===== config.mk =====
export PLATFORM = sky130hd
export DESIGN_NAME = sd_block_read
export DESIGN_NICKNAME = d
export VERILOG_FILES = /design/src/rtl/sd_block_read.sv
export SDC_FILE = /design/constraint.sdc
export NUM_CORES = 1
export LEC_CHECK = 0
export BUFFER_PORTS_ARGS = -buffer_cell sky130_fd_sc_hd__clkbuf_2
export CAP_MARGIN = 20
export CORE_ASPECT_RATIO = 1.75
export CORE_MARGIN = 10
export CORE_UTILIZATION = 40
export CTS_CLUSTER_DIAMETER = 200
export DETAILED_ROUTE_END_ITERATION = 10
export GPL_TIMING_DRIVEN = 0
export PLACE_DENSITY = 0.73
export SLEW_MARGIN = 0
export SYNTH_ARGS = -nofsm -noshare
export SYNTH_HDL_FRONTEND = slang
export SYNTH_SLANG_ARGS = --single-unit

===== constraint.sdc =====
create_clock -name CLK -period 4.36 [get_ports CLK]
set_input_delay 0.872 -clock CLK [delete_from_list [all_inputs] [get_ports CLK]]
set_output_delay 0.872 -clock CLK [all_outputs]
set_load 0.05 [all_outputs]

===== src/rtl/sd_block_read.sv =====
// sd_block_read: reads one 512-byte SD block with CMD17 through an SPI byte-exchange engine.
// Optional CRC16 payload check is built when the macro SD_READ_CRC_EN is defined.
module sd_block_read #(
  parameter int R1_TIMEOUT    = 8,
  parameter int TOKEN_TIMEOUT = 4096,
  parameter int BYTE_ADDR     = 0
) (
  input  logic        CLK,
  input  logic        RST,
  input  logic        init_end,
  input  logic        rd_req,
  input  logic [31:0] rd_addr,
  output logic        rd_busy,
  output logic        rd_done,
  output logic        rd_err,
  output logic [2:0]  err_code,
  output logic [7:0]  dout,
  output logic        dout_valid,
  output logic [8:0]  dout_idx,
  output logic        sd_cs_n,
  output logic        xfer_start,
  output logic [7:0]  tx_byte,
  input  logic        xfer_done,
  input  logic [7:0]  rx_byte,
  output logic [2:0]  dbg_state
);

  // Byte engine handshake: xfer_start pulses once per byte and tx_byte is held until the
  // matching xfer_done pulse; rx_byte is only meaningful with xfer_done; one exchange at a time.
  typedef enum logic [2:0] {
    S_IDLE, S_CMD, S_R1, S_TOKEN, S_DATA, S_CRC, S_TAIL, S_ERR
  } state_e;

  localparam logic [15:0] R1_LIM  = 16'(R1_TIMEOUT);
  localparam logic [15:0] TOK_LIM = 16'(TOKEN_TIMEOUT);

  state_e      state_q, state_d;
  logic [15:0] cnt_q, cnt_d;
  logic        pend_q, pend_d;
  logic        xfer_start_q, xfer_start_d;
  logic [7:0]  tx_byte_q, tx_byte_d;
  logic [31:0] addr_q, addr_d;
  logic [2:0]  err_code_q, err_code_d;
  logic        cs_n_q, cs_n_d;
  logic        busy_q, busy_d;
  logic        done_q, done_d;
  logic        err_q, err_d;
  logic [7:0]  dout_q, dout_d;
  logic        dout_valid_q, dout_valid_d;
  logic [8:0]  dout_idx_q, dout_idx_d;

  logic        accept;
  logic        done_ev;
  logic        err_set;
  logic [2:0]  err_val;

  assign accept  = (state_q == S_IDLE) && init_end && rd_req;
  // A completion only counts while an exchange of ours is outstanding.
  assign done_ev = xfer_done && pend_q;

  function automatic logic [7:0] cmd_byte(input logic [2:0] idx, input logic [31:0] a);
    case (idx)
      3'd0:    cmd_byte = 8'h51;
      3'd1:    cmd_byte = a[31:24];
      3'd2:    cmd_byte = a[23:16];
      3'd3:    cmd_byte = a[15:8];
      3'd4:    cmd_byte = a[7:0];
      default: cmd_byte = 8'hFF;
    endcase
  endfunction

`ifdef SD_READ_CRC_EN
  logic [15:0] crc_q, crc_d;
  logic [7:0]  crc_hi_q, crc_hi_d;
  logic        crc_ok;

  function automatic logic [15:0] crc16_byte(input logic [15:0] c, input logic [7:0] b);
    logic [15:0] r;
    r = c ^ {b, 8'h00};
    for (int i = 0; i < 8; i++) begin
      r = r[15] ? ({r[14:0], 1'b0} ^ 16'h1021) : {r[14:0], 1'b0};
    end
    return r;
  endfunction

  always_comb begin
    crc_d    = crc_q;
    crc_hi_d = crc_hi_q;
    if (accept) begin
      crc_d = 16'h0000;
    end else if ((state_q == S_DATA) && done_ev) begin
      crc_d = crc16_byte(crc_q, rx_byte);
    end
    if ((state_q == S_CRC) && done_ev && (cnt_q == 16'd0)) begin
      crc_hi_d = rx_byte;
    end
  end

  assign crc_ok = ({crc_hi_q, rx_byte} == crc_q);

  always_ff @(posedge CLK) begin
    if (RST) begin
      crc_q    <= 16'h0000;
      crc_hi_q <= 8'h00;
    end else begin
      crc_q    <= crc_d;
      crc_hi_q <= crc_hi_d;
    end
  end
`endif

  always_ff @(posedge CLK) begin
    if (RST) begin
      state_q      <= S_IDLE;
      cnt_q        <= 16'd0;
      pend_q       <= 1'b0;
      xfer_start_q <= 1'b0;
      tx_byte_q    <= 8'hFF;
      addr_q       <= 32'd0;
      err_code_q   <= 3'd0;
      cs_n_q       <= 1'b1;
      busy_q       <= 1'b0;
      done_q       <= 1'b0;
      err_q        <= 1'b0;
      dout_q       <= 8'h00;
      dout_valid_q <= 1'b0;
      dout_idx_q   <= 9'd0;
    end else begin
      state_q      <= state_d;
      cnt_q        <= cnt_d;
      pend_q       <= pend_d;
      xfer_start_q <= xfer_start_d;
      tx_byte_q    <= tx_byte_d;
      addr_q       <= addr_d;
      err_code_q   <= err_code_d;
      cs_n_q       <= cs_n_d;
      busy_q       <= busy_d;
      done_q       <= done_d;
      err_q        <= err_d;
      dout_q       <= dout_d;
      dout_valid_q <= dout_valid_d;
      dout_idx_q   <= dout_idx_d;
    end
  end

  always_comb begin
    state_d = state_q;
    err_set = 1'b0;
    err_val = 3'd0;
    case (state_q)
      S_IDLE:  if (accept) state_d = S_CMD;
      S_CMD:   if (done_ev && (cnt_q == 16'd5)) state_d = S_R1;
      S_R1: begin
        if (done_ev) begin
          if (rx_byte == 8'h00) begin
            state_d = S_TOKEN;
          end else if (!rx_byte[7]) begin
            state_d = S_ERR;
            err_set = 1'b1;
            err_val = 3'd2;
          end else if (cnt_q + 16'd1 == R1_LIM) begin
            state_d = S_ERR;
            err_set = 1'b1;
            err_val = 3'd1;
          end
        end
      end
      S_TOKEN: begin
        if (done_ev) begin
          if (rx_byte == 8'hFE) begin
            state_d = S_DATA;
          end else if (rx_byte[7:5] == 3'b000) begin
            state_d = S_ERR;
            err_set = 1'b1;
            err_val = 3'd3;
          end else if (cnt_q + 16'd1 == TOK_LIM) begin
            state_d = S_ERR;
            err_set = 1'b1;
            err_val = 3'd4;
          end
        end
      end
      S_DATA:  if (done_ev && (cnt_q == 16'd511)) state_d = S_CRC;
      S_CRC: begin
        if (done_ev && (cnt_q == 16'd1)) begin
`ifdef SD_READ_CRC_EN
          if (!crc_ok) begin
            state_d = S_ERR;
            err_set = 1'b1;
            err_val = 3'd5;
          end else begin
            state_d = S_TAIL;
          end
`else
          state_d = S_TAIL;
`endif
        end
      end
      S_TAIL:  if (done_ev) state_d = S_IDLE;
      S_ERR:   state_d = S_TAIL;
      default: state_d = S_IDLE;
    endcase
  end

  always_comb begin
    cnt_d        = cnt_q;
    pend_d       = pend_q;
    xfer_start_d = 1'b0;
    tx_byte_d    = tx_byte_q;
    addr_d       = addr_q;
    err_code_d   = err_code_q;
    cs_n_d       = cs_n_q;
    busy_d       = busy_q;
    done_d       = 1'b0;
    err_d        = 1'b0;
    dout_d       = dout_q;
    dout_valid_d = 1'b0;
    dout_idx_d   = dout_idx_q;

    if (state_d != state_q) begin
      cnt_d = 16'd0;
    end else if (done_ev) begin
      cnt_d = cnt_q + 16'd1;
    end

    // Launch on state entry (nothing outstanding) or back-to-back with the previous completion;
    // the error path launches the tail byte from the decision cycle, ERR just passes through.
    if ((state_q != S_IDLE) && (state_d != S_IDLE) && (done_ev || !pend_q)) begin
      xfer_start_d = 1'b1;
      pend_d       = 1'b1;
      tx_byte_d    = (state_d == S_CMD) ? cmd_byte(cnt_d[2:0], addr_q) : 8'hFF;
    end else if (done_ev) begin
      pend_d = 1'b0;
    end

    if (accept) begin
      addr_d     = (BYTE_ADDR != 0) ? {rd_addr[22:0], 9'd0} : rd_addr;
      err_code_d = 3'd0;
      cs_n_d     = 1'b0;
      busy_d     = 1'b1;
    end else if (done_q || err_q) begin
      busy_d = 1'b0;
    end

    if (err_set) err_code_d = err_val;

    if ((state_q == S_TAIL) && done_ev) begin
      cs_n_d = 1'b1;
      done_d = (err_code_q == 3'd0);
      err_d  = (err_code_q != 3'd0);
    end

    if ((state_q == S_DATA) && done_ev) begin
      dout_d       = rx_byte;
      dout_valid_d = 1'b1;
      dout_idx_d   = cnt_q[8:0];
    end
  end

  assign rd_busy    = busy_q;
  assign rd_done    = done_q;
  assign rd_err     = err_q;
  assign err_code   = err_code_q;
  assign dout       = dout_q;
  assign dout_valid = dout_valid_q;
  assign dout_idx   = dout_idx_q;
  assign sd_cs_n    = cs_n_q;
  assign xfer_start = xfer_start_q;
  assign tx_byte    = tx_byte_q;
  assign dbg_state  = state_q;

endmodule


; ---- Word-level counts from Yosys, hierarchy flattened
; Cells that the tools add are included.
[totals]
reg_bits = 86
elab_cells = 107
out_inout_bits = 37
in_bits = 45
[classes]
bitwise = 1
n_addsub = 1
reduce_logical = 27
muxes = 44
eq_ne = 19
[ops]
columns = cell, count
row1 = $mux W3, 21
row2 = $pmux W8 S5, 1
row3 = $pmux W3 S8, 1
row4 = $add A16 B1 Y16 const B, 1
row5 = $eq A16 B1 Y1 const B, 1
row6 = $eq A16 B13 Y1 const B, 1
row7 = $eq A16 B3 Y1 const B, 1
row8 = $eq A16 B4 Y1 const B, 1
row9 = $eq A16 B9 Y1 const B, 1
row10 = $eq A3 B3 Y1 const B, 5
row11 = $mux W1, 15
row12 = $eq A3 B2 Y1 const B, 4
row13 = $logic_not A3 Y1, 4
row14 = $logic_and A1 B1 Y1, 10
row15 = $eq A3 B1 Y1 const B, 3
row16 = $reduce_bool A3 Y1, 3
row17 = $eq A8 B8 Y1 const B, 1
row18 = $logic_not A8 Y1, 1
row19 = $mux W8, 1
row20 = $mux W2, 3
row21 = $pmux W3 S2, 1
row22 = $reduce_bool A2 Y1, 3
row23 = $reduce_or A2 Y1, 3
row24 = $ne A3 B3 Y1, 1
row25 = 4 further kinds, 5

; ---- Logic depth before layout (Yosys ltp)
; Gate-level depths: netlist of run 1.
[depth]
ltp_word = 12
depth_mapped = 11
depth_no_buf = 9

; ---- Least setup slack after synthesis of run 1
; OpenSTA, ideal clock, no wires.
[synth_path]
kind = flip-flop to flip-flop
startpoint = reg cnt_q[0]
endpoint = reg cnt_q[1]
setup_time_ps = 139
path_buffers = 2
t_arrival_ps = 3033
slack_ps = 1189
required_ps = 4221
synth_period_minus_slack_ps = 3171
path_stages_with_launch = 12
cell_sequence = dfxtp_1 -> ha_1 -> nand4_1 -> clkbuf_1 -> nor3_1 -> xnor2_1 -> o2111ai_1 -> or4b_1 -> a2111o_1 -> a31oi_4 -> buf_6 -> nor3_1
[synth_via]
elab_chain_cells = 9
word_cells_on_any_way = 24
cone_classes = add/sub (1) / eq/ne (6) / mux (14) / reduce/logical (3)
[synth_lines]
columns = element, line
row1 = from (decl), 38  ; logic [15:0] cnt_q, cnt_d;
row2 = from (signal assigned), 130  ; cnt_q <= cnt_d;
row3 = $add A16 B1 Y16, "161, 176, 223"
row4 = $eq A16 B13 Y1 or $eq A16 B4 Y1 (tied branches), "176, 161"
row5 = "$mux W3, on equally long branches", "176, 161"
row6 = "$mux W3, on equally long branches", "172, 157"
row7 = "$mux W3, on equally long branches", "170, 155"
row8 = "$mux W3, on equally long branches", "169, 154"
row9 = $pmux W3 S8, 150  ; case (state_q)
row10 = $ne A3 B3 Y1, 220  ; if (state_d != state_q) begin
row11 = $mux W3 *, 220
; Every way passes the cells marked *; elsewhere a longest branch is shown, timed or not.
; A chain may end at the register's enable or synchronous reset.

; ---- Worst setup path in the final report of run 1
[layout_path]
startpoint = reg cnt_q[0]
endpoint = reg cnt_q[11]
[layout_via]
elab_chain_cells = 9
word_cells_on_any_way = 23
cone_classes = add/sub (1) / eq/ne (6) / mux (12) / reduce/logical (4)
[layout_lines]
columns = element, line
row1 = $add A16 B1 Y16, "161, 176, 223"
row2 = $eq A16 B13 Y1 or $eq A16 B4 Y1 (tied branches), "176, 161"
row3 = "$mux W3, on equally long branches", "176, 161"
row4 = "$mux W3, on equally long branches", "172, 157"
row5 = "$mux W3, on equally long branches", "170, 155"
row6 = "$mux W3, on equally long branches", "169, 154"
row7 = $pmux W3 S8, 150
row8 = $ne A3 B3 Y1, 220
row9 = $reduce_or A2 Y1 (no line), -
; Several ways; a longest one is shown, not always the timed one.

==> results of run 1 <==
==> metal layers <==
layer | up-vias | track usage, % | wire [um] | share of wire, %
met4 | 0 | 9.32 | 525 | 4.3
met3 | 36 | 4.32 | 562 | 4.6
li1 | 2002 | - | - | -
met5 | - | 0 | 0 | 0
met1 | 1871 | 16.7 | 4440 | 37
met2 | 108 | 30.5 | 6570 | 54
==> through the flow <==
step,total power (uW),setup slack (ns),instances,utilization [%],hold slack (ns)
final,1700,0.640,739,49.4,0.455
after global routing,1760,0.425,739,49.4,0.469
after CTS,1710,0.657,738,49.4,0.457
after detailed placement,985,0.646,722,46.5,0.448
after global placement,981,0.666,722,46.5,0.442
after floorplan,928,1.19,518,-,0.436
==> critical path: stages, from the launching register on <==
cell       delay [ns]
dfxtp_1          0.53
ha_1             0.30
nand4_1          0.16
clkbuf_1         0.24
nor3_1           0.27
xnor2_1          0.14
o2111ai_1        0.21
or4b_1           0.65
a2111o_1         0.52
a31oi_4          0.32
buf_6            0.19
nor3_1           0.06
==> flip-flops by register name (all words and copies together) (netlist names), 3 cells and up <==
| signal | flops |
|---|---|
| addr_q | 32 |
| cnt_q | 16 |
| dout_idx | 9 |
| dout | 8 |
| tx_byte | 8 |
| dbg_state | 3 |
| err_code | 3 |
==> cells in the mapped netlist, types with 3 or more instances <==
cell and instances:
o21a_1 4, nor3_1 33, nor4_1 8, o22a_1 8, dfxtp_1 86, a31oi_1 3
xnor2_1 15, nand2_1 117, clkbuf_1 30, and2_1 3, nand4_1 8, buf_2 5
xor2_1 7, nand3_1 15, or3_1 9, ha_1 3, a21oi_1 56, o22ai_1 4
mux2i_1 6, inv_1 8, o21ai_0 10, a221o_1 5, nor2_1 33
==> layout make-up <==
| class | count | area [sq um] |
|---|---|---|
| buffer | 37 | 153 |
| multi-input combinational | 387 | 2150 |
| clock inverter | 3 | 17.5 |
| clock buffer | 13 | 270 |
| tap | 125 | 156 |
| sequential | 86 | 1720 |
| fill | 994 | 5010 |
| inverter | 8 | 30.0 |
| timing repair buffer | 80 | 400 |
==> logic make-up after synthesis <==
family	count (synthesis)	share of synthesized area, %
buffers and inverters	45	4.51
and+or+nand+nor	241	27.3
DFF	86	42.5
muxes	6	1.48
xor gates and xnor gates	22	4.75
adders and majority gates	3	0.926
AOI/OAI and AO/OA	115	18.5
==> cells in the final DEF, fill, tap and decap left out, types with 7 or more instances in the layout <==
cell type	netlist	final
xnor2_1	15	15
clkbuf_2	0	80
clkbuf_16	0	9
o22a_1	8	8
nand3_1	15	15
xor2_1	7	7
nand2_1	117	117
dfxtp_1	86	86
inv_1	8	8
clkbuf_1	30	31
or3_1	9	9
nor4_1	8	8
nor3_1	33	33
nand4_1	8	8
o21ai_0	10	10
a21oi_1	56	56
nor2_1	33	33
==> power by group <==
| part | switching, uW | total [uW] | internal (uW) |
|---|---|---|---|
| combinational | 102 | 149 | 47.5 |
| clock | 300 | 731 | 431 |
| sequential | 12.2 | 820 | 807 |
==> worst paths after layout <==
path / startpoint / end / cells past startpoint / slack [ns]
max: cnt_q[0]$_SDFF_PP0_ / cnt_q[11]$_SDFFE_PP0P_ / 11 / 0.64
min: addr_q[20]$_SDFFE_PP0P_ / addr_q[20]$_SDFFE_PP0P_ / 2 / 0.45
max reg2reg: cnt_q[0]$_SDFF_PP0_ / cnt_q[11]$_SDFFE_PP0P_ / 11 / 0.64
min reg2reg: addr_q[20]$_SDFFE_PP0P_ / addr_q[20]$_SDFFE_PP0P_ / 2 / 0.45
==> reports/qor.yml, run 1 <==
timing:
  hold_viol: 0
  fin_crit_sh_pct: 85.3
  relSlewSlack_pct: 46.5
  finClkSkew_ns: 0.00666
  maxSlewViolCount: 0
  fmax_mhz: 269
  fin_setup_tns_ns: 0
  setup_viol: 0
  rsz0062_at_grt: "no"
  worst_pin_slew_ns: 0.796
  period_needed_ns: 3.72
die:
  die_area_sq_mm: 0.0147
  num_rows: 48
  die_height_um: 153
  core-area_sq_mm: 0.00991
  initial_utilization_pct: 40.9
  io_pins: 82
  die_w_um: 96.1
logic_synthesis:
  syn_nets: 566
  synth.distinct_cells: 56
  yosysTopAreaCell: "dfxtp_1"
  yosys_warnings: 0
  synth_async_sr_flop_share_pct: 0
  synth-seq-cells: 86
  netlist_instances: 518
  syn_area_sq_mm: 0.00405
  ys_top_cells_by_area: "dfxtp_1, nand2_1, a21oi_1"
  synth_edf_count: 0
  seq_area_frac_synth_pct: 42.5
  yosys_most_used_dff: "dfxtp_1"
  syn_avg_cell_area_sq_um: 7.83
  yosysTopAreaCellShare_pct: 42.5
min_path:
  min_path_type: "flip-flop to flip-flop"
critical_path:
  crit_path_max_fanout: 10
  crit_required_ns: 4.57
  cp.arrival_ns: 3.93
  cp-start-kind: "flip-flop"
  end_kind: "flip-flop"
  worst-setup-path-type: "flip-flop to flip-flop"
placement:
  port_buffers: 79
  hpwl_um: 9380
  place_area_sq_mm: 0.00461
  gp_congestion: 0.943
route:
  dr.pass1.iters: 4
  routed_wl_um: 12100
  routedWlPerCell_um: 16.4
  drc_errors: 0
  vias_per_cell: 5.44
  postRouteAntennaNets: 0
  drt_iter0_drc: 337
  num_vias: 4017
finish:
  fin_area_sq_mm: 0.00490
  fin_nets: 657
  syn2layout_area_growth_pct: 20.8
  num_antenna_cells: 0
  layout-drive-gt1-share_pct: 17.3
clocking:
  cts_resized: 0
  cts_tree: "done"
  hold_buffers: 0
  cts-root-buf: "clkbuf_16"
  postCtsSetupBuffers: 0
  clock_latency_ns: 0.34
  numCtsBuffers: 9
  clockBufferDepth: 2
  h-tree-depth: 3
  clkTransAtPathRegs_ns: 0.06
  cts_sinks: 86
power:
  ir_drop_v: 0.000270
  power_density_mw_per_mm2: 347
  cellLeakagePower_uw: 0.00185
global_routing:
  grt_pass1_wl_um: 19900
  grt_antenna_before_repair: 0
  grt_max_degree: 14
  grt_util_all_layers_pct: 17.0
  grt_pass1_vias: 4100
  overflow: 0
run:
  maxCapViolCount: 0
run_status:
  status: "finished clean"
Power figures use the tool's default switching activity.
==> run 2: changes to the inputs <==
- CTS_CLUSTER_SIZE: default -> 16
- MAX_ROUTING_LAYER: default -> met4
==> run 2 against run 1 <==
  * Utilization grew 0.076 points
  * Die area is the same
  * Highest routed layer unchanged
  * Sequential cell count is the same
  * Largest cell class unchanged
  * First-iteration DRC count shrank 12%
  * Clock skew shrank 0.0045 ns
  * Maximum frequency shrank 1.9%
==> reports/qor.yml, run 2 (synthesis results as in run 1) <==
critical_path:
  crit_path_max_fanout: 10
  r2r_setup_slack_ns: 0.57
  cp.arrival_ns: 3.99
  worst-setup-path-type: "flip-flop to flip-flop"
  cp.depth: 11
  end_kind: "flip-flop"
  crit_required_ns: 4.56
  startpoint: "cnt_q[0]$_SDFF_PP0_"
  reg2reg_to: "cnt_q[1]$_SDFF_PP0_"
  regToRegStartpoint: "cnt_q[0]$_SDFF_PP0_"
  crit_family: "simple AND/OR/NAND/NOR gates"
  slowest_delay_ns: 0.65
  crit_top_cell: "nor3_1"
  path_cells: "ha_1 -> nand4_1 -> clkbuf_1 -> nor3_1 -> xnor2_1 -> o2111ai_1 -> or4b_1 -> a2111o_1 -> a31oi_4 -> buf_6 -> nor3_1"
  critical_path.endpoint: "cnt_q[1]$_SDFF_PP0_"
  cp_slowest_cell: "or4b_1"
  reg2reg_depth: 11
  path_buf_inv: 2
  cp-start-kind: "flip-flop"
placement:
  gp_congestion: 0.968
  dp.cells: 722
  port_buffers: 79
  hpwl_um: 9540
timing:
  fin_setup_tns_ns: 0
  period_needed_ns: 3.79
  finClkSkew_ns: 0.00220
  fin_crit_sh_pct: 87.0
  setup_viol: 0
  rsz0062_at_grt: "no"
  fmax_mhz: 264
  relSlewSlack_pct: 46.8
  maxSlewViolCount: 0
  worst_pin_slew_ns: 0.792
  hold_viol: 0
route:
  num_vias: 4026
  dr.pass1.iters: 6
  vias_per_cell: 5.45
  routedWlPerCell_um: 16.5
  postRouteAntennaNets: 0
  drt_iter0_drc: 297
  routed_wl_um: 12200
  drc_errors: 0
min_path:
  min_path_type: "flip-flop to flip-flop"
power:
  cellLeakagePower_uw: 0.00186
  seq_power_share_pct: 48.3
  internal_power_uw: 1290
  power_frac_comb_pct: 8.8
  power_frac_clock_pct: 42.9
  p_switching_uw: 410
  switching_share_pct: 24.2
  ir_drop_v: 0.000272
  power_density_mw_per_mm2: 346
die:
  io_pins: 82
  num_rows: 48
  initial_utilization_pct: 40.9
  die_height_um: 153
  die_w_um: 96.1
  core-area_sq_mm: 0.00991
  die_area_sq_mm: 0.0147
global_routing:
  grtUsageMet3_pct: 2.89
  grt_pass1_vias: 4130
  grt_util_all_layers_pct: 17.1
  use_met2_pct: 31.8
  grt_max_degree: 14
  grt_antenna_before_repair: 0
  grtUsageMet1_pct: 16.4
  top_usage_layer: "met2"
  grt_pass1_wl_um: 19500
  overflow: 0
clocking:
  h-tree-depth: 3
  clock_latency_ns: 0.34
  cts-root-buf: "clkbuf_16"
  postCtsSetupBuffers: 0
  cts_tree: "done"
  cts_resized: 0
  numCtsBuffers: 9
  hold_buffers: 0
  clockBufferDepth: 2
  clkTransAtPathRegs_ns: 0.06
  cts_sinks: 86
run:
  maxCapViolCount: 0
finish:
  num_antenna_cells: 0
  syn2layout_area_growth_pct: 21.0
  largest_reg_flops: 32
  mostFrequentLayoutCell: "nand2_1"
  layout.cells.non_filler: 739
  mostFrequentLayoutCells: "nand2_1, dfxtp_1, clkbuf_2, a21oi_1"
  fin_nets: 657
  largest_register: "addr_q"
  layout-drive-gt1-share_pct: 17.1
run_status:
  status: "finished clean"
==> run 2: final cells by class <==
type	count	area [sq um]
Tap cell	125	156
Clock buffer	13	270
Multi-Input combinational cell	387	2150
Sequential cell	86	1720
Fill cell	988	5000
Clock inverter	3	17.5
Timing Repair Buffer	80	408
Buffer	37	153
Inverter	8	30.0
==> run 2: how the worst min path moves through the flow <==
stage	start	end	cells after the start
floorplan	addr_q[10]$_SDFFE_PP0P_	addr_q[10]$_SDFFE_PP0P_	2
global placement	addr_q[27]$_SDFFE_PP0P_	addr_q[27]$_SDFFE_PP0P_	2
detailed placement	addr_q[9]$_SDFFE_PP0P_	addr_q[9]$_SDFFE_PP0P_	2
CTS	addr_q[9]$_SDFFE_PP0P_	addr_q[9]$_SDFFE_PP0P_	2
global route	addr_q[15]$_SDFFE_PP0P_	addr_q[15]$_SDFFE_PP0P_	2
finish	addr_q[15]$_SDFFE_PP0P_	addr_q[15]$_SDFFE_PP0P_	2
==> run 2: tightest hold or removal path: stages, from the launching register on <==
cell	delay (ns)
dfxtp_1	0.31
nand2_1	0.05
a21oi_1	0.05
==> run 2: per-layer routing <==
layer	up-vias	part of all wire, %
met5	-	0
met4	0	2.7
met3	22	3.2
met2	102	56
met1	1914	38
li1	1988	-
==> run 2: power by group through the flow <==
stage	Clock (uW)	Combinational (uW)	Sequential (uW)
2_1_floorplan	0	70.1	858
3_3_place_gp	0	146	836
3_5_place_dp	0	148	837
4_1_cts	740	149	819
5_1_grt	770	164	821
6_report	727	149	819
==> run 2: metrics by stage <==
stage                     hold slack [ns]  instance area (sq um)  worst slack (ns)  util [%]  total power, uW
after floorplan                     0.436                   4050              1.19         -              928
after global placement              0.442                   4610             0.652      46.5              982
after detailed placement            0.447                   4610             0.597      46.5              985
after CTS                           0.455                   4890             0.621      49.4             1710
after global routing                0.474                   4910             0.369      49.5             1760
final                               0.454                   4910             0.566      49.5             1700
